`src/rtl/cg_mem_pkg.sv`:
```
// Shared types and sizing helpers for the CG memory copy engine.
package cg_mem_pkg;

    typedef enum logic [1:0] {
        CPY_IDLE,
        CPY_RUN,
        CPY_FINISH
    } cpy_state_t;

    function automatic int fifo_cnt_w(input int depth);
        return $clog2(depth) + 1;
    endfunction

    function automatic int fifo_ptr_w(input int depth);
        return (depth > 1) ? $clog2(depth) : 1;
    endfunction

endpackage

```
`src/rtl/cg_sync_fifo.sv`:
```
// Synchronous FIFO with occupancy count; push and pop may coincide.
module cg_sync_fifo
    import cg_mem_pkg::*;
#(
    parameter int DATA_WIDTH = 32,
    parameter int FIFO_DEPTH = 4
) (
    input  logic                        clk,
    input  logic                        rst_n,
    input  logic                        push,
    input  logic [DATA_WIDTH-1:0]       wdata,
    input  logic                        pop,
    output logic [DATA_WIDTH-1:0]       rdata,
    output logic                        full,
    output logic                        empty,
    output logic [$clog2(FIFO_DEPTH):0] count
);

    localparam int PW = fifo_ptr_w(FIFO_DEPTH);
    localparam int CW = fifo_cnt_w(FIFO_DEPTH);

    logic [DATA_WIDTH-1:0] mem [FIFO_DEPTH];
    logic [PW-1:0]         wr_ptr;
    logic [PW-1:0]         rd_ptr;
    logic                  do_push;
    logic                  do_pop;

    assign empty   = (count == '0);
    assign full    = (count == CW'(FIFO_DEPTH));
    assign do_pop  = pop && !empty;
    assign do_push = push && (!full || do_pop);
    assign rdata   = mem[rd_ptr];

    always_ff @(posedge clk) begin
        if (do_push) begin
            mem[wr_ptr] <= wdata;
        end
    end

    always_ff @(posedge clk or negedge rst_n) begin
        if (!rst_n) begin
            wr_ptr <= '0;
            rd_ptr <= '0;
            count  <= '0;
        end else begin
            if (do_push) begin
                wr_ptr <= wr_ptr + PW'(1);
            end
            if (do_pop) begin
                rd_ptr <= rd_ptr + PW'(1);
            end
            if (do_push && !do_pop) begin
                count <= count + CW'(1);
            end else if (do_pop && !do_push) begin
                count <= count - CW'(1);
            end
        end
    end

endmodule

```
`src/rtl/cg_mem_copy_engine.sv`:
```
// Copies LEN words src->dst over one CG memory port, with
// read credits bounded by the depth of the read-data FIFO.
module cg_mem_copy_engine
    import cg_mem_pkg::*;
#(
    parameter int DATA_WIDTH = 32,
    parameter int ADDR_WIDTH = 32,
    parameter int LEN_WIDTH  = 16,
    parameter int FIFO_DEPTH = 4
) (
    input  logic                  clk,
    input  logic                  rst_n,
    input  logic                  start,
    input  logic [ADDR_WIDTH-1:0] src_base,
    input  logic [ADDR_WIDTH-1:0] dst_base,
    input  logic [LEN_WIDTH-1:0]  len,
    output logic                  busy,
    output logic                  done,
    output logic [ADDR_WIDTH-1:0] mem_araddr,
    output logic                  mem_arvalid,
    input  logic                  mem_arready,
    input  logic                  mem_rvalid,
    input  logic [DATA_WIDTH-1:0] mem_rdata,
    output logic                  mem_rready,
    output logic [ADDR_WIDTH-1:0] mem_waddr,
    output logic [DATA_WIDTH-1:0] mem_wdata,
    output logic                  mem_wen,
    output logic                  mem_wvalid,
    input  logic                  mem_wready
);

    localparam int CW = fifo_cnt_w(FIFO_DEPTH);
    localparam logic [CW:0] CREDITS = (CW+1)'(FIFO_DEPTH);

    cpy_state_t state;
    cpy_state_t state_nxt;

    logic [ADDR_WIDTH-1:0] src_r;
    logic [ADDR_WIDTH-1:0] dst_r;
    logic [LEN_WIDTH-1:0]  len_r;
    logic [LEN_WIDTH-1:0]  rd_issued;
    logic [LEN_WIDTH-1:0]  wr_done;
    logic [CW-1:0]         outstanding;
    logic [CW-1:0]         fifo_count;
    logic [CW:0]           in_flight;
    logic [DATA_WIDTH-1:0] fifo_head;
    logic                  fifo_full;
    logic                  fifo_empty;
    logic                  running;
    logic                  accept;
    logic                  ar_hs;
    logic                  rsp;
    logic                  w_hs;
    logic                  last_wr;

    assign running   = (state == CPY_RUN);
    assign accept    = (state == CPY_IDLE) && start;
    assign in_flight = {1'b0, fifo_count} + {1'b0, outstanding};

    assign mem_arvalid = running && (rd_issued < len_r)
                         && (in_flight < CREDITS);
    assign ar_hs       = mem_arvalid && mem_arready;
    // Stray responses are dropped rather than corrupting the FIFO
    assign rsp         = mem_rvalid && running
                         && (outstanding != '0) && !fifo_full;
    assign mem_wvalid  = running && !fifo_empty;
    assign mem_wen     = mem_wvalid;
    assign w_hs        = mem_wvalid && mem_wready;
    assign last_wr     = w_hs && (wr_done == len_r - LEN_WIDTH'(1));

    assign mem_araddr = mem_arvalid ?
                        src_r + ADDR_WIDTH'(rd_issued) : '0;
    assign mem_waddr  = mem_wvalid ?
                        dst_r + ADDR_WIDTH'(wr_done) : '0;
    assign mem_wdata  = mem_wvalid ? fifo_head : '0;
    assign mem_rready = running;
    assign busy       = running;
    assign done       = (state == CPY_FINISH);

    cg_sync_fifo #(
        .DATA_WIDTH(DATA_WIDTH),
        .FIFO_DEPTH(FIFO_DEPTH)
    ) u_fifo (
        .clk  (clk),
        .rst_n(rst_n),
        .push (rsp),
        .wdata(mem_rdata),
        .pop  (w_hs),
        .rdata(fifo_head),
        .full (fifo_full),
        .empty(fifo_empty),
        .count(fifo_count)
    );

    always_ff @(posedge clk or negedge rst_n) begin
        if (!rst_n) begin
            state <= CPY_IDLE;
        end else begin
            state <= state_nxt;
        end
    end

    always_comb begin
        state_nxt = state;
        unique case (state)
            CPY_IDLE: begin
                if (start) begin
                    state_nxt = (len == '0) ? CPY_FINISH : CPY_RUN;
                end
            end
            CPY_RUN: begin
                if (last_wr) begin
                    state_nxt = CPY_FINISH;
                end
            end
            CPY_FINISH: state_nxt = CPY_IDLE;
            default:    state_nxt = CPY_IDLE;
        endcase
    end

    always_ff @(posedge clk or negedge rst_n) begin
        if (!rst_n) begin
            src_r       <= '0;
            dst_r       <= '0;
            len_r       <= '0;
            rd_issued   <= '0;
            wr_done     <= '0;
            outstanding <= '0;
        end else if (accept) begin
            src_r       <= src_base;
            dst_r       <= dst_base;
            len_r       <= len;
            rd_issued   <= '0;
            wr_done     <= '0;
            outstanding <= '0;
        end else begin
            if (ar_hs) begin
                rd_issued <= rd_issued + LEN_WIDTH'(1);
            end
            if (w_hs) begin
                wr_done <= wr_done + LEN_WIDTH'(1);
            end
            if (ar_hs && !rsp) begin
                outstanding <= outstanding + CW'(1);
            end else if (rsp && !ar_hs) begin
                outstanding <= outstanding - CW'(1);
            end
        end
    end

endmodule

```
`config.mk`:
```
export PLATFORM = sky130hd
export DESIGN_NAME = cg_mem_copy_engine
export DESIGN_NICKNAME = d
export VERILOG_FILES = /design/src/rtl/cg_mem_pkg.sv /design/src/rtl/cg_sync_fifo.sv /design/src/rtl/cg_mem_copy_engine.sv
export SDC_FILE = /design/constraint.sdc
export NUM_CORES = 1
export LEC_CHECK = 0
export CORE_UTILIZATION = 55
export DETAILED_ROUTE_END_ITERATION = 12
export MAX_ROUTING_LAYER = met4
export PLACE_DENSITY = 0.82
export SLEW_MARGIN = 5
export SYNTH_ARGS = -nofsm -noshare
export SYNTH_HDL_FRONTEND = slang
export SYNTH_SLANG_ARGS = --single-unit
```
`constraint.sdc`:
```
create_clock -name clk -period 5.1 [get_ports clk]
set_input_delay 0.51 -clock clk [delete_from_list [all_inputs] [get_ports clk]]
set_output_delay 0.51 -clock clk [all_outputs]
set_load 0.01 [all_outputs]
```
======== After elaboration in Yosys (flattened, before gate mapping) ========
Memory sizes are Yosys's and may differ from the RTL's.
Cells that the tools add are included.
storage, ports and cells
  bits in registers ....................... 124
  memory bits (writable) .................. 128
  output and inout bits ................... 102
  logic and storage cells ................. 81
  memories ................................ 1
memory list
  memory      depth  bits a word  rd ports  clocked after memory_dff  wr ports  RTL line            RTL
  u_fifo.mem  4      32           1         0                         1         cg_sync_fifo.sv:22  logic [DATA_WIDTH-1:0] mem [FIFO_DEPTH];
cells by class
  $add $sub $neg .......................... 12
  magnitude comparators ................... 2
  eq/ne operators ......................... 6
  multiplexer cells ....................... 18
  reduce and logical (&&, ||, !) cells .... 32
operators with widths
  kind                                                         number
  2-to-1 mux 32 bit                                            3
  adder 32 x 16 -> 32 bit                                      2
  2-to-1 mux 16 bit                                            4
  adder 16 x 1 -> 16 bit (second input constant)               2
  == test 16 bit                                               1
  logical AND 1 bit                                            16
  logical NOT 16 bit                                           1
  less-than comparator 16 bit                                  1
  subtractor 16 x 1 -> 16 bit (second input constant)          1
  2-to-1 mux 3 bit                                             5
  adder 3 x 1 -> 3 bit (second input constant)                 2
  logical NOT 1 bit                                            6
  2-to-1 mux 2 bit                                             3
  nonzero test 2 bit                                           3
  nonzero test 3 bit                                           2
  subtractor 3 x 1 -> 3 bit (second input constant)            2
  adder 2 x 1 -> 2 bit (second input constant)                 2
  adder 3 x 3 -> 4 bit                                         1
  less-than comparator 4 x 3 -> 1 bit (second input constant)  1
  one-hot mux 2 bit (2 select lines)                           1
  == test 3 bit (second input constant)                        1
  logical NOT 3 bit                                            1
  == test 2 x 1 -> 1 bit (second input constant)               1
  == test 2 bit (second input constant)                        1
  other kinds (6)                                              7

======== Longest topological paths before layout ========
Gate-level depths: netlist of the first run.
  depth in word-level cells ............... 11
  gate-level depth with buffers ........... 12
  depth with buffers taken out ............ 11

======== Cells and area by module ========
Synthesis of the first run repeated with hierarchy kept, for this count alone.
second synthesis, totals
  cells, all modules ...................... 1271
  area total of the unflattened synthesis .. 13508.0 sq um
modules (own cells, without submodules)
  module              times used  cells each  area each (sq um)  seq. area each (sq um)
  cg_mem_copy_engine  1           1068        8413.1             2927.8
  cg_sync_fifo        1           203         5094.9             4018.9

======== Least setup slack after synthesis of the first run ========
Ideal clock, no wire load.
  kind .................................... flip-flop to output port
  start point ............................. reg rd_issued[0]
  end point ............................... out mem_araddr[30]
  arrival ................................. 2430 ps
  required time ........................... 4590 ps
  slack ................................... 2160 ps
  stages on the path, launching flop included .. 10
  path buffers ............................ 0
  cells stage by stage .................... dfrtp_1 -> ha_1 -> fa_1 -> a211oi_1 -> o211ai_1 -> nand3_1 -> a21oi_1 -> nor2_1 -> or4_1 -> a21oi_1
on the way
  cells in the longest elaborated chain, start to end .. 4
  elaborated cells on any way between the ends .. 5
  those cells by class .................... add/sub (1); order compare (1); mux (1); reduce/logical (2)
ends and longest elaborated chain
  element                                                          RTL line                   RTL
  start, declared                                                  cg_mem_copy_engine.sv:41   logic [LEN_WIDTH-1:0] rd_issued;
  start signal, assigned                                           cg_mem_copy_engine.sv:138  rd_issued <= rd_issued + LEN_WIDTH'(1);
  branches (longest 3 deep; another with adder 32 x 16 -> 32 bit)  --
  2-to-1 mux 32 bit *                                              cg_mem_copy_engine.sv:71   assign mem_araddr = mem_arvalid ?
  end, declared                                                    cg_mem_copy_engine.sv:19   output logic [ADDR_WIDTH-1:0] mem_araddr,
Mark *: on every way between the ends.

======== Worst setup path in the final report of the first run ========
  start point ............................. reg len_r[8]
  end point ............................... out mem_araddr[29]
on the way
  cells in the longest elaborated chain, start to end .. 4
ends and longest elaborated chain
  element                      RTL line                   RTL
  start, declared              cg_mem_copy_engine.sv:40   logic [LEN_WIDTH-1:0] len_r;
  start signal, assigned       cg_mem_copy_engine.sv:132  len_r <= len;
  less-than comparator 16 bit  cg_mem_copy_engine.sv:60   assign mem_arvalid = running && (rd_issued < len_r)
  logical AND 1 bit            cg_mem_copy_engine.sv:60
  logical AND 1 bit            cg_mem_copy_engine.sv:61   && (in_flight < CREDITS);
  2-to-1 mux 32 bit            cg_mem_copy_engine.sv:71
Every way passes these cells.

==> results.md, run 1 <==
- The worst reg-to-reg path cell count is 10.
- The data arrival time of the worst path is 4.00 ns.
- Net switching is 31.0% of the power.
- In this run the most used layer during global routing was met2.
- The met2 track demand over resource is 47.7%.
- The CTS tree is built.
- After synthesis the cells add up to 13400 um^2.
- The kind of launch point of the worst setup path is a flip-flop.
- The run finished with clean final reports.
- Counting flops and latches in the post-synthesis netlist gives 252.
- Measured against its own limit, the worst slew margin works out to 24.6%.
- Entering global routing, the biggest net connects 114 pins.
- The power density over the cells is 409 nW/um^2.
- The via count of the first global-routing pass is 10500.
- Of the cells placed in the final design, the portion with a size suffix greater than 1 is 7.10%.
- The die is 158 um wide.
- The first global-routing pass estimated 53600 um of wire.
- The final routed DRC violation total is 0.
- The data required time of the critical path is 4.59 ns.
- The cell count after synthesis came out at 1261.
- The total net switching power is 2130 uW.
- Sequential cells were found to cover 51.9% of the synthesized design area.
- In this run, the clock network consumes 28.7% of the power.
- The part of the cycle the worst path needs is 88.4%.
- The number of pins with negative max-slew slack in the final report is 0.
- After floorplanning, the core was divided into 56 placement rows.
- The endpoint class of the critical path is a primary output.
- The post-synthesis cell type count is 64.
- The clock-pin slew reported for the worst setup and hold paths after clock tree synthesis is 0.06 ns.
- In the final routed layout, each cell accounts on average for 18.7 um.
- The number of fill cells is 1768.
- Relative to the synthesized area, the layout overhead comes to 25.4%.
- The post-synthesis average cell area is 10.6 um^2.
- The number of vias in the routed layout is 10400.
- The number of enable-type register cells in the synthesized netlist is 128.
- The total overflow left after global routing is 0.
- 220 I/O pins were placed.
- For this run, the leading register cell type out of synthesis is sky130_fd_sc_hd__edfxtp_1.
- In this run, post-CTS repair resized a total of 0 instances.
- The floorplan step defined a die boundary enclosing 24900 um^2.
- The multi-input gate area in the final layout is 6100 um^2.
- After floorplanning, the core was sized to cover 23700 um^2.
- Sorting the synthesized cells by area gives the leading types as sky130_fd_sc_hd__edfxtp_1, sky130_fd_sc_hd__dfrtp_1, sky130_fd_sc_hd__nand2_1.
- The clock tree root buffer cell is sky130_fd_sc_hd__clkbuf_16.
- The global-route met3 utilization is 4.02%.
- The first TritonRoute pass finished after 4 iterations.
- The total negative slack for setup checks is 0 ns.
- The cell-internal power is 4730 uW.
- In the global route stage, overall resource usage came out at 28.5%.
- The congestion estimate from routability-driven global placement came to 0.936.
- Across the VDD grid, the largest voltage drop is 0.000325 V.
- Setup repair after global routing left no endpoint under its margin.
- Counting every net in the synthesized netlist gives 1440.
- Summing all flip-flop and latch instances after layout gives 6950 um^2.
- The total number of clock tree sinks is 252.
- The clock reaches the later pin of the worst-skew pair after 0.55 ns.
- Across the run, the number of max-cap violations was 0.
- The cell accounting for the most synthesized area is sky130_fd_sc_hd__edfxtp_1.
- The net count of the finished layout is 1652.
- The clock period could shrink to 4.51 ns.
- The post-layout utilization of the core is 70.8%.
- The most common cell in the synthesized netlist is sky130_fd_sc_hd__nand2_1.
- The number of clock buffers inserted by TritonCTS is 28.
- Setup violations remaining at the end of the flow were counted as 0.
- Summed over all layers, the routed wires come to 33900 um.
- The die is 158 um tall.
- The count of warnings emitted by yosys is 0.
- The number of hold buffers added after CTS is 0.
- The maximum buffer depth of the clock tree is 3.
- Of the total power, registers draw 39.3%.
- The count of buffers added by post-CTS timing repair for setup is 0.
- The initial antenna violation count is 1.
- The highest fanout seen on the critical path is 33.
- The share of synthesized flip-flops with an asynchronous set or reset is 49.2%.
- Based on the critical path, the design can be clocked at up to 222 MHz.
- After synthesis, the most frequently instantiated cells are sky130_fd_sc_hd__nand2_1, sky130_fd_sc_hd__edfxtp_1, sky130_fd_sc_hd__dfrtp_1, sky130_fd_sc_hd__nor2_1, sky130_fd_sc_hd__a21oi_1.
- The count of endpoints failing hold in the final timing report is 0.
- In this run the critical register-to-register path is captured at u_fifo.count[2]$_DFFE_PN0P_.
- Dividing the detail-routed via count by the number of cells gives 5.74.
- The number of port buffers is 219.
- The top cell type's share of synthesized area is 28.7%.
- The startpoint of the worst-slack reg-to-reg timing path is state[1]$_DFFE_PN0P_.
- The detailed router finished its first iteration with 774 violations.
- For the pin with the worst max-slew slack, the measured transition is 1.13 ns.
- In this run, the combinational gates consume 32.0% of the power.
- For this run, global-route usage on met1 was measured as 36.4%.
- The number of H-tree levels is 1.
- The initial utilization of the core area, before any placement, comes to 56.5%.
- The remaining antenna violation count after routing is 0.
- The class of the most critical setup path is flip-flop to primary output.
- The analysis attributes to cell leakage a power of 0.00688 uW.
- Setup slack on the worst reg-to-reg path comes out at 2.05 ns.
- The clock arrives with 0.00801 ns of skew.
- Detailed placement finished with a half-perimeter wire length of 23800 um.
- The path class of the tightest hold or removal check is primary input to async pin.
metrics by stage:
stage | hold WS, ns | power, uW | instance area (um^2) | cells | worst slack (ns)
3_3_place_gp | 0.465 | 4850 | 15900 | 1762 | 1.30
4_1_cts | 0.0861 | 6920 | 16800 | 1813 | 0.600
6_report | 0.0686 | 6870 | 16800 | 1814 | 0.592
5_1_grt | 0.115 | 7170 | 16800 | 1814 | 0.325
3_5_place_dp | 0.473 | 4930 | 15900 | 1762 | 1.22
2_1_floorplan | 0.214 | 3910 | 13400 | 1261 | 2.16
worst max-delay path by stage:
stage | startpoint | to | slack, ns
global route | wr_done[2]$_DFFE_PN0P_ | mem_waddr[21] | 0.33
detailed placement | wr_done[2]$_DFFE_PN0P_ | mem_waddr[27] | 1.22
finish | len_r[8]$_DFFE_PN0P_ | mem_araddr[29] | 0.59
global placement | wr_done[1]$_DFFE_PN0P_ | mem_waddr[31] | 1.30
CTS | len_r[8]$_DFFE_PN0P_ | mem_araddr[29] | 0.60
floorplan | rd_issued[0]$_DFFE_PN0P_ | mem_araddr[30] | 2.16
power by group through the flow:
stage | clock network, uW | logic [uW] | registers [uW]
floorplan | 0 | 1300 | 2610
global placement | 0 | 2140 | 2700
detailed placement | 0 | 2190 | 2730
CTS | 2000 | 2220 | 2700
global route | 2080 | 2360 | 2730
finish | 1970 | 2200 | 2700
sequential cells by signal (all words and copies together) (netlist names), 3 cells and up:
signal,flops
wr_done,16
rd_issued,16
src_r,32
u_fifo.mem,128
dst_r,32
u_fifo.count,3
outstanding,3
len_r,16
placed cells by master (no fill, tap or decap), drive strengths merged, types with 4 or more instances in the layout:
cell           instances
or3                   19
o21ai                 60
clkdlybuf4s50        218
o21a                   5
and2                  49
xor2                  47
mux2i                  4
o2111ai                9
o211ai                17
nor3                  14
dfrtp                124
edfxtp               128
nor2                  92
nand2b                 8
nor2b                  4
nor4                  14
ha                    57
a211oi                 7
and3                  11
or4                    7
mux4                  32
a21boi                 5
nand4                 15
buf                   14
clkbuf                35
a31oi                  7
clkinv                12
a21oi                 61
a21o                  13
nand3                 26
inv                   36
xnor2                 42
nand2                258
o31ai                  4
fa                     4
layout make-up:
cell class	instances	share of cell area [%]
antenna	1	0.0149
sequential	252	41.4
timing repair buffer	232	13.6
inverter	35	0.783
clock inverter	16	0.962
tap	319	2.38
clock buffer	35	4.45
multi-input combinational	924	36.4
logic make-up (layout without fill, tap and decap cells):
logic type               Yosys count  count (layout)  synth area share, %
AND/OR/NAND/NOR                  532             532                 18.3
flip-flops                       252             252                 51.9
AO/OA/AOI/OAI                    205             205                 9.63
XOR/XNOR                          89              89                 5.89
buffers and inverters             85             318                 2.49
adder cells (fa/ha/maj)           61              61                 5.93
multiplexers                      37              37                 5.77
other                              0               1                    0
layer usage:
layer | wire, um | up-vias | part of all wire, %
li1 | - | 4928 | -
met2 | 16900 | 345 | 50
met4 | 768 | 0 | 2.3
met5 | 0 | - | 0
met1 | 14100 | 5072 | 42
met3 | 2090 | 62 | 6.2
critical path, stage by stage (launching register included):
cell and delay, ns:
sky130_fd_sc_hd__dfrtp_1 0.43, sky130_fd_sc_hd__inv_1 0.10, sky130_fd_sc_hd__ha_1 0.34, sky130_fd_sc_hd__a211oi_1 0.25, sky130_fd_sc_hd__o21ai_0 0.12, sky130_fd_sc_hd__o31a_1 0.47
sky130_fd_sc_hd__nand2b_1 0.23, sky130_fd_sc_hd__buf_4 0.25, sky130_fd_sc_hd__or4_1 0.54, sky130_fd_sc_hd__o21ai_0 0.12, sky130_fd_sc_hd__clkdlybuf4s50_1 0.59
Note: power is estimated with default switching activity, not from simulation.
==> run 2, diff against run 1 <==
Settings changed: CORE_ASPECT_RATIO set to 0.6.
==> run 2 against run 1 <==
Effect of this change:
- power down 2.1%
- sequential power about the same
- core utilization up 0.13 points
- highest routed layer unchanged
- critical endpoint unchanged
- sequential share of layout area up 0.32 points
- critical path type unchanged
- die area about the same
- first-iteration DRC count up 11%
==> results.md, run 2 (same netlist as run 1, synthesis figures left out) <==
- The delay contributed by the slowest stage of the critical path is 0.61 ns (was 0.59 ns).
- The number of gates resized after CTS came to 0 (unchanged).
- The chip width is 203 um (was 158 um).
- The total half-perimeter wirelength after legalization and detailed placement was 25200 um (was 23800 um).
- The count of standard-cell rows was 43 (was 56).
- The total number of clock tree sinks was 252 (unchanged).
- The worst reg-to-reg path cell count is 8 (was 10).
- The boundary pin count is 220 (unchanged).
- The summed area of non-filler cells in the final layout came to 16600 um^2 (was 16800 um^2).
- The number of pins with negative max-slew slack in the final report came to 0 (unchanged).
- The number of vias in the routed layout came to 10500 (was 10400).
- The standard cell core area is 23500 um^2 (was 23700 um^2).
- The highest fanout seen on the critical path is 20 (was 33).
- The count of buffers added by post-CTS timing repair for setup is 0 (unchanged).
- Setup repair after global routing missed its margin: no (unchanged).
- The starting density of the core is 57.0% (was 56.5%).
- The last weighted congestion value of the routability-driven placer came to 0.948 (was 0.936).
- Run status: finished, final reports clean (unchanged).
- The global-route usage over all layers is 29.7% (was 28.5%).
- The total length of routed wires is 35300 um (was 33900 um).
- The final number of setup-violating endpoints is 0 (unchanged).
- The setup slack on the worst flop-to-flop path was 1.85 ns (was 2.05 ns).
- The number of hold buffers added after CTS was 1 (was 0).
- The headroom to the max-slew limit was 28.7% (was 24.6%).
- The die height is 123 um (was 158 um).
- The first-pass iteration count of the detailed router is 5 (was 4).
- Registers with the most flip-flops: u_fifo.mem: 128 flops, dst_r: 32 flops, src_r: 32 flops (unchanged).
- The routed wirelength normalized by instance count is 19.6 um (was 18.7 um).
- The power density over the cells is 404 nW/um^2 (was 409 nW/um^2).
- The die outline area was 25000 um^2 (was 24900 um^2).
- The total power of the final layout came to 6720 uW (was 6870 uW).
- The post-layout utilization of the core is 71.0% (was 70.8%).
- The remaining antenna violation count after routing is 0 (unchanged).
- The post-layout minimum cycle time is 4.85 ns (was 4.51 ns).
- The transition time of the tightest slew-check pin is 1.07 ns (was 1.13 ns).
- The total instance count after detailed placement is 1758 (was 1762).
- The worst-path cell with the longest stage delay is sky130_fd_sc_hd__nand2b_1 (was sky130_fd_sc_hd__clkdlybuf4s50_1).
- The part of the cycle the worst path needs is 95.1% (was 88.4%).
- The maximum buffer depth of the clock tree came to 3 (unchanged).
- Commonest non-fill, non-tap cells in the layout: sky130_fd_sc_hd__nand2_1, sky130_fd_sc_hd__clkdlybuf4s50_1, sky130_fd_sc_hd__edfxtp_1 (unchanged).
- The final routed DRC violation total was 0 (unchanged).
- The clock tree root buffer cell is sky130_fd_sc_hd__clkbuf_16 (unchanged).
- The number of port buffers came to 219 (unchanged).
- The register ranked first by flip-flop count is u_fifo.mem (unchanged).
- The standby leakage power is 0.00680 uW (was 0.00688 uW).
- The number of DRC violations after detailed-routing iteration 0 is 863 (was 774).
- The final setup skew came to 0.0165 ns (was 0.00801 ns).
- The global-route wire length before repair is 55500 um (was 53600 um).
- The initial antenna violation count is 0 (was 1).
- The kind of launch point of the worst setup path is a flip-flop (unchanged).
- The signed area change from the synthesized netlist to the final layout is 24.5% (was 25.4%).
- The endpoint class of the critical path is a primary output (unchanged).
- The remaining global-route overflow came to 0 (unchanged).
- The total negative slack for setup checks was 0 ns (unchanged).
- The clock-pin slew reported for the worst setup and hold paths after clock tree synthesis is 0.07 ns (was 0.06 ns).
- The maximum vdd drop was 0.000324 V (was 0.000325 V).
- The storage element area came to 6950 um^2 (unchanged).
- The worst min-delay path class is flip-flop to flip-flop (was primary input to async pin).
- The worst hold path passes through 2 cells.
- The post-detailed-placement cell area was 15900 um^2 (about the same).
- The class of the most critical setup path is flip-flop to primary output (unchanged).
- The worst flop-to-flop path endpoint is rd_issued[11]$_DFFE_PN0P_ (was u_fifo.count[2]$_DFFE_PN0P_).
- The capture endpoint of the worst hold path is dst_r[4]$_DFFE_PN0P_.
- The fraction of layout cells with a size suffix above 1 is 6.80% (was 7.10%).
- The data required time of the critical path is 4.59 ns (about the same).
- The max-cap violation count is 0 (unchanged).
- The clock insertion delay at the later pin of the skew report was 0.54 ns (was 0.55 ns).
- The number of fill cells was 1752 (was 1768).
- Cells along the critical path: inv_1 > ha_1 > a211oi_1 > o21ai_0 > o31a_1 > nand2b_1 > inv_1 > nand2_1 > o21ai_0 > clkdlybuf4s50_1 (was inv_1 > ha_1 > a211oi_1 > o21ai_0 > o31a_1 > nand2b_1 > buf_4 > or4_1 > o21ai_0 > clkdlybuf4s50_1).
- The number of flip-flops under the largest register name is 128 (unchanged).
- The origin of the worst min-delay path is dst_r[4]$_DFFE_PN0P_.
- The count of endpoints failing hold in the final timing report came to 0 (unchanged).
- The number of cells in the finished layout apart from fillers is 1802 (was 1814).
- The highest achievable clock rate is 206 MHz (was 222 MHz).
- The via count of the first global-routing pass is 10000 (was 10500).
- The multi-input gate area in the final layout is 6100 um^2 (unchanged).
- The count of nets after finishing is 1648 (was 1652).
- The number of clock buffers inserted by TritonCTS came to 23 (was 28).
- The data arrival time of the worst path is 4.34 ns (was 4.00 ns).
- The largest net degree at the start of global routing is 98 (was 114).
- The startpoint of the worst-slack reg-to-reg timing path is len_r[8]$_DFFE_PN0P_ (was state[1]$_DFFE_PN0P_).
- The number of H-tree levels came to 1 (unchanged).
- The commonest non-fill, non-tap cell in the layout is sky130_fd_sc_hd__nand2_1 (unchanged).
- The average via count per standard cell came to 5.82 (was 5.74).
- The CTS tree was built (unchanged).
-- run 2: changes by cell type in the layout (fill, tap and decap cells not counted), sizes merged --
cell,previous run,this run
clkbuf,35,24
inv,36,37
clkinv,12,7
clkinvlp,1,6
bufinv,2,3
dlygate4sd3,0,1
-- run 2: per-stage QoR --
step	worst slack, ns	hold slack [ns]
after detailed placement	0.831	0.471
after floorplan	2.16	0.214
after CTS	0.255	0.485
after global placement	0.916	0.468
final	0.248	0.487
after global routing	0.0359	0.491
-- run 2: area by class of cell --
type	instances	area share, %
flip-flops and latches	252	41.7
multi-input cells	924	36.6
repair buffers	233	13.8
clock buffers	24	3.48
well taps	315	2.37
clock inverters	18	1.17
inverters	35	0.789
diodes	1	0.0150
-- run 2: layer usage --
layer / track usage [%] / part of all wire [%] / vias up
met5: - / 0 / -
met4: 5.26 / 1.6 / 0
met3: 6.96 / 9.0 / 40
met2: 40.7 / 42 / 432
met1: 44.9 / 47 / 5088
li1: - / - / 4923
-- run 2: worst max path at each step --
| stage | start | endpoint | slack [ns] | cells after the start |
|---|---|---|---|---|
| 2_1_floorplan | rd_issued[0]$_DFFE_PN0P_ | mem_araddr[30] | 2.16 | 9 |
| 3_3_place_gp | len_r[8]$_DFFE_PN0P_ | mem_araddr[29] | 0.92 | 10 |
| 3_5_place_dp | len_r[8]$_DFFE_PN0P_ | mem_araddr[29] | 0.83 | 10 |
| 4_1_cts | len_r[8]$_DFFE_PN0P_ | mem_araddr[29] | 0.25 | 10 |
| 5_1_grt | len_r[8]$_DFFE_PN0P_ | mem_araddr[29] | 0.04 | 10 |
| 6_report | len_r[8]$_DFFE_PN0P_ | mem_araddr[29] | 0.25 | 10 |
-- run 2: critical path, delay by kind of cell (launching register included) --
family / cells / cell delay [ns]
adder cells (fa/ha/maj): 1 / 0.33
AND/OR/NAND/NOR: 2 / 0.70
flip-flops: 1 / 0.41
buffers and inverters: 3 / 1.21
AO/OA/AOI/OAI: 4 / 1.14
-- run 2: report_power, final --
group,internal [uW],switching (uW)
clock,993,809
sequential,2450,272
combinational,1130,1070
total,4570,2150
==> run 3, diff against run 2 <==
Settings changed: PLACE_DENSITY 0.82 to 0.87.
==> run 3 against run 2 <==
Effect of this change:
- sequential cell count unchanged
- cell count increased by 0.28%
- die area unchanged
- sequential power about the same
- combinational power increased by 4%
- count of clock-buffer cells in the layout increased by 13
- hold slack got worse by 0.40 ns
- via count increased by 1.1%
- clock skew shrank 0.0019 ns
- clock power is 10% higher
- critical path type unchanged
==> results.md, run 3 (same netlist as run 1, synthesis figures left out) <==
- Run status: finished, final reports clean (unchanged).
- The initial antenna violation count is 2 (was 0).
- The data arrival time of the worst path is 4.16 ns (was 4.34 ns).
- The transition time of the tightest slew-check pin was 1.08 ns (was 1.07 ns).
- The worst hold slack after final layout is 0.0896 ns (was 0.487 ns).
- The met2 track demand over resource is 44.1% (was 40.7%).
- The number of H-tree levels is 1 (unchanged).
- The maximum vdd drop is 0.000418 V (was 0.000324 V).
- The standard cell core area is 23500 um^2 (unchanged).
- The power density over the cells is 414 nW/um^2 (was 404 nW/um^2).
- The total instance count after detailed placement is 1759 (was 1758).
- The global-route met3 utilization came to 7.01% (was 6.96%).
- The remaining antenna violation count after routing is 0 (unchanged).
- The met1 layer usage reported by global route came to 43.2% (was 44.9%).
- The number of cells in the finished layout apart from fillers is 1807 (was 1802).
- The chip width is 203 um (unchanged).
- The storage element area is 6950 um^2 (unchanged).
- The count of standard-cell rows is 43 (unchanged).
- The clock insertion delay at the later pin of the skew report is 0.55 ns (was 0.54 ns).
- The clock-pin slew reported for the worst setup and hold paths after clock tree synthesis was 0.07 ns (about the same).
- The number of hold buffers added after CTS is 0 (was 1).
- The total negative slack for setup checks was 0 ns (unchanged).
- The endpoint class of the critical path is a primary output (unchanged).
- The number of clock buffers inserted by TritonCTS came to 25 (was 23).
- The data required time of the critical path was 4.59 ns (about the same).
- The highest achievable clock rate came to 214 MHz (was 206 MHz).
- The commonest non-fill, non-tap cell in the layout was sky130_fd_sc_hd__nand2_1 (unchanged).
- The register ranked first by flip-flop count is u_fifo.mem (unchanged).
- The largest net degree at the start of global routing is 77 (was 98).
- The final number of setup-violating endpoints is 0 (unchanged).
- The die height is 123 um (unchanged).
- The maximum buffer depth of the clock tree is 3 (unchanged).
- The part of the cycle the worst path needs came to 91.6% (was 95.1%).
- The fraction of layout cells with a size suffix above 1 was 6.85% (was 6.80%).
- The clock tree root buffer cell was sky130_fd_sc_hd__clkbuf_16 (unchanged).
- The number of fill cells is 1666 (was 1752).
- The number of flip-flops under the largest register name is 128 (unchanged).
- The remaining global-route overflow was 0 (unchanged).
- The post-detailed-placement cell area came to 15900 um^2 (about the same).
- The worst min-delay path class was primary input to async pin (was flip-flop to flip-flop).
- The final routed DRC violation total is 0 (unchanged).
- The standby leakage power came to 0.00687 uW (was 0.00680 uW).
- The total number of clock tree sinks came to 252 (unchanged).
- The die outline area is 25000 um^2 (unchanged).
- The total length of routed wires is 35800 um (was 35300 um).
- The number of DRC violations after detailed-routing iteration 0 came to 861 (was 863).
- The number of pins with negative max-slew slack in the final report came to 0 (unchanged).
- The count of nets after finishing is 1650 (was 1648).
- The summed area of non-filler cells in the final layout is 16700 um^2 (was 16600 um^2).
- The class of the most critical setup path is flip-flop to primary output (unchanged).
- The CTS tree is built (unchanged).
- The most congested layer reported by global routing was met2 (was met1).
- The routed wirelength normalized by instance count is 19.8 um (was 19.6 um).
- The average via count per standard cell came to 5.87 (was 5.82).
- The final setup skew is 0.0145 ns (was 0.0165 ns).
- The starting density of the core is 57.0% (unchanged).
- The signed area change from the synthesized netlist to the final layout came to 25.3% (was 24.5%).
- Registers with the most flip-flops: u_fifo.mem: 128 flops, dst_r: 32 flops, src_r: 32 flops (unchanged).
- The global-route usage over all layers came to 30.4% (was 29.7%).
- The highest fanout seen on the critical path is 7 (was 20).
- The multi-input gate area in the final layout is 6100 um^2 (unchanged).
- The post-layout minimum cycle time is 4.67 ns (was 4.85 ns).
- The post-layout utilization of the core is 71.4% (was 71.0%).
- The boundary pin count is 220 (unchanged).
- The last weighted congestion value of the routability-driven placer is 0.925 (was 0.948).
- The number of vias in the routed layout is 10600 (was 10500).
- The max-cap violation count came to 0 (unchanged).
- Setup repair after global routing missed its margin: no (unchanged).
- The count of endpoints failing hold in the final timing report came to 0 (unchanged).
- The number of gates resized after CTS is 0 (unchanged).
- The number of port buffers is 219 (unchanged).
- The count of buffers added by post-CTS timing repair for setup is 0 (unchanged).
- Commonest non-fill, non-tap cells in the layout: sky130_fd_sc_hd__nand2_1, sky130_fd_sc_hd__clkdlybuf4s50_1, sky130_fd_sc_hd__edfxtp_1 (unchanged).
- The headroom to the max-slew limit is 28.2% (was 28.7%).
- The kind of launch point of the worst setup path was a flip-flop (unchanged).
- The global-route wire length before repair came to 56600 um (was 55500 um).
- The via count of the first global-routing pass is 10300 (was 10000).
- The total half-perimeter wirelength after legalization and detailed placement is 25100 um (was 25200 um).
- The first-pass iteration count of the detailed router is 5 (unchanged).
run 3: layout make-up:
type / count / share of cell area (%)
repair buffers: 233 / 13.7
diodes: 2 / 0.0299
inverters: 35 / 0.784
clock inverters: 9 / 0.814
well taps: 315 / 2.35
multi-input cells: 924 / 36.4
flip-flops and latches: 252 / 41.5
clock buffers: 37 / 4.43
run 3: through the flow:
step | setup slack, ns | power, uW
2_1_floorplan | 2.16 | 3910
6_report | 0.426 | 6940
3_5_place_dp | 1.13 | 4970
5_1_grt | 0.226 | 7250
3_3_place_gp | 1.18 | 4870
4_1_cts | 0.502 | 6970
run 3: worst paths after layout:
kind / start / endpoint / slack (ns) / cells past startpoint
min in group clk: src_base[14] / src_r[14]$_DFFE_PN0P_ / 0.49 / 3
setup / recovery: rd_issued[0]$_DFFE_PN0P_ / mem_araddr[30] / 0.43 / 10
max in group asynchronous: rst_n / rd_issued[12]$_DFFE_PN0P_ / 4.03 / 2
hold / removal: rst_n / dst_r[0]$_DFFE_PN0P_ / 0.09 / 1
hold reg to reg: src_r[2]$_DFFE_PN0P_ / src_r[2]$_DFFE_PN0P_ / 0.49 / 2
setup reg to reg: len_r[8]$_DFFE_PN0P_ / rd_issued[11]$_DFFE_PN0P_ / 1.79 / 10
run 3: report_power, final:
group	total, uW	switching [uW]	internal (uW)
clock	1980	810	1170
sequential	2690	233	2450
combinational	2280	1140	1130
total	6940	2190	4750
run 3: per-layer routing:
layer  up-vias  wire (um)
met5         -          0
met4         0        709
met3        49       3170
met2       465      15900
met1      5160      16100
li1       4926          -
run 3: critical path, cell delays in order, from the launching register on:
cell	delay (ns)
sky130_fd_sc_hd__dfrtp_1	0.45
sky130_fd_sc_hd__ha_1	0.26
sky130_fd_sc_hd__fa_1	0.26
sky130_fd_sc_hd__a211oi_1	0.12
sky130_fd_sc_hd__o211ai_1	0.37
sky130_fd_sc_hd__nand3_1	0.23
sky130_fd_sc_hd__a21oi_1	0.55
sky130_fd_sc_hd__nor2_1	0.11
sky130_fd_sc_hd__or4_1	0.52
sky130_fd_sc_hd__a21oi_1	0.17
sky130_fd_sc_hd__clkdlybuf4s50_1	0.57
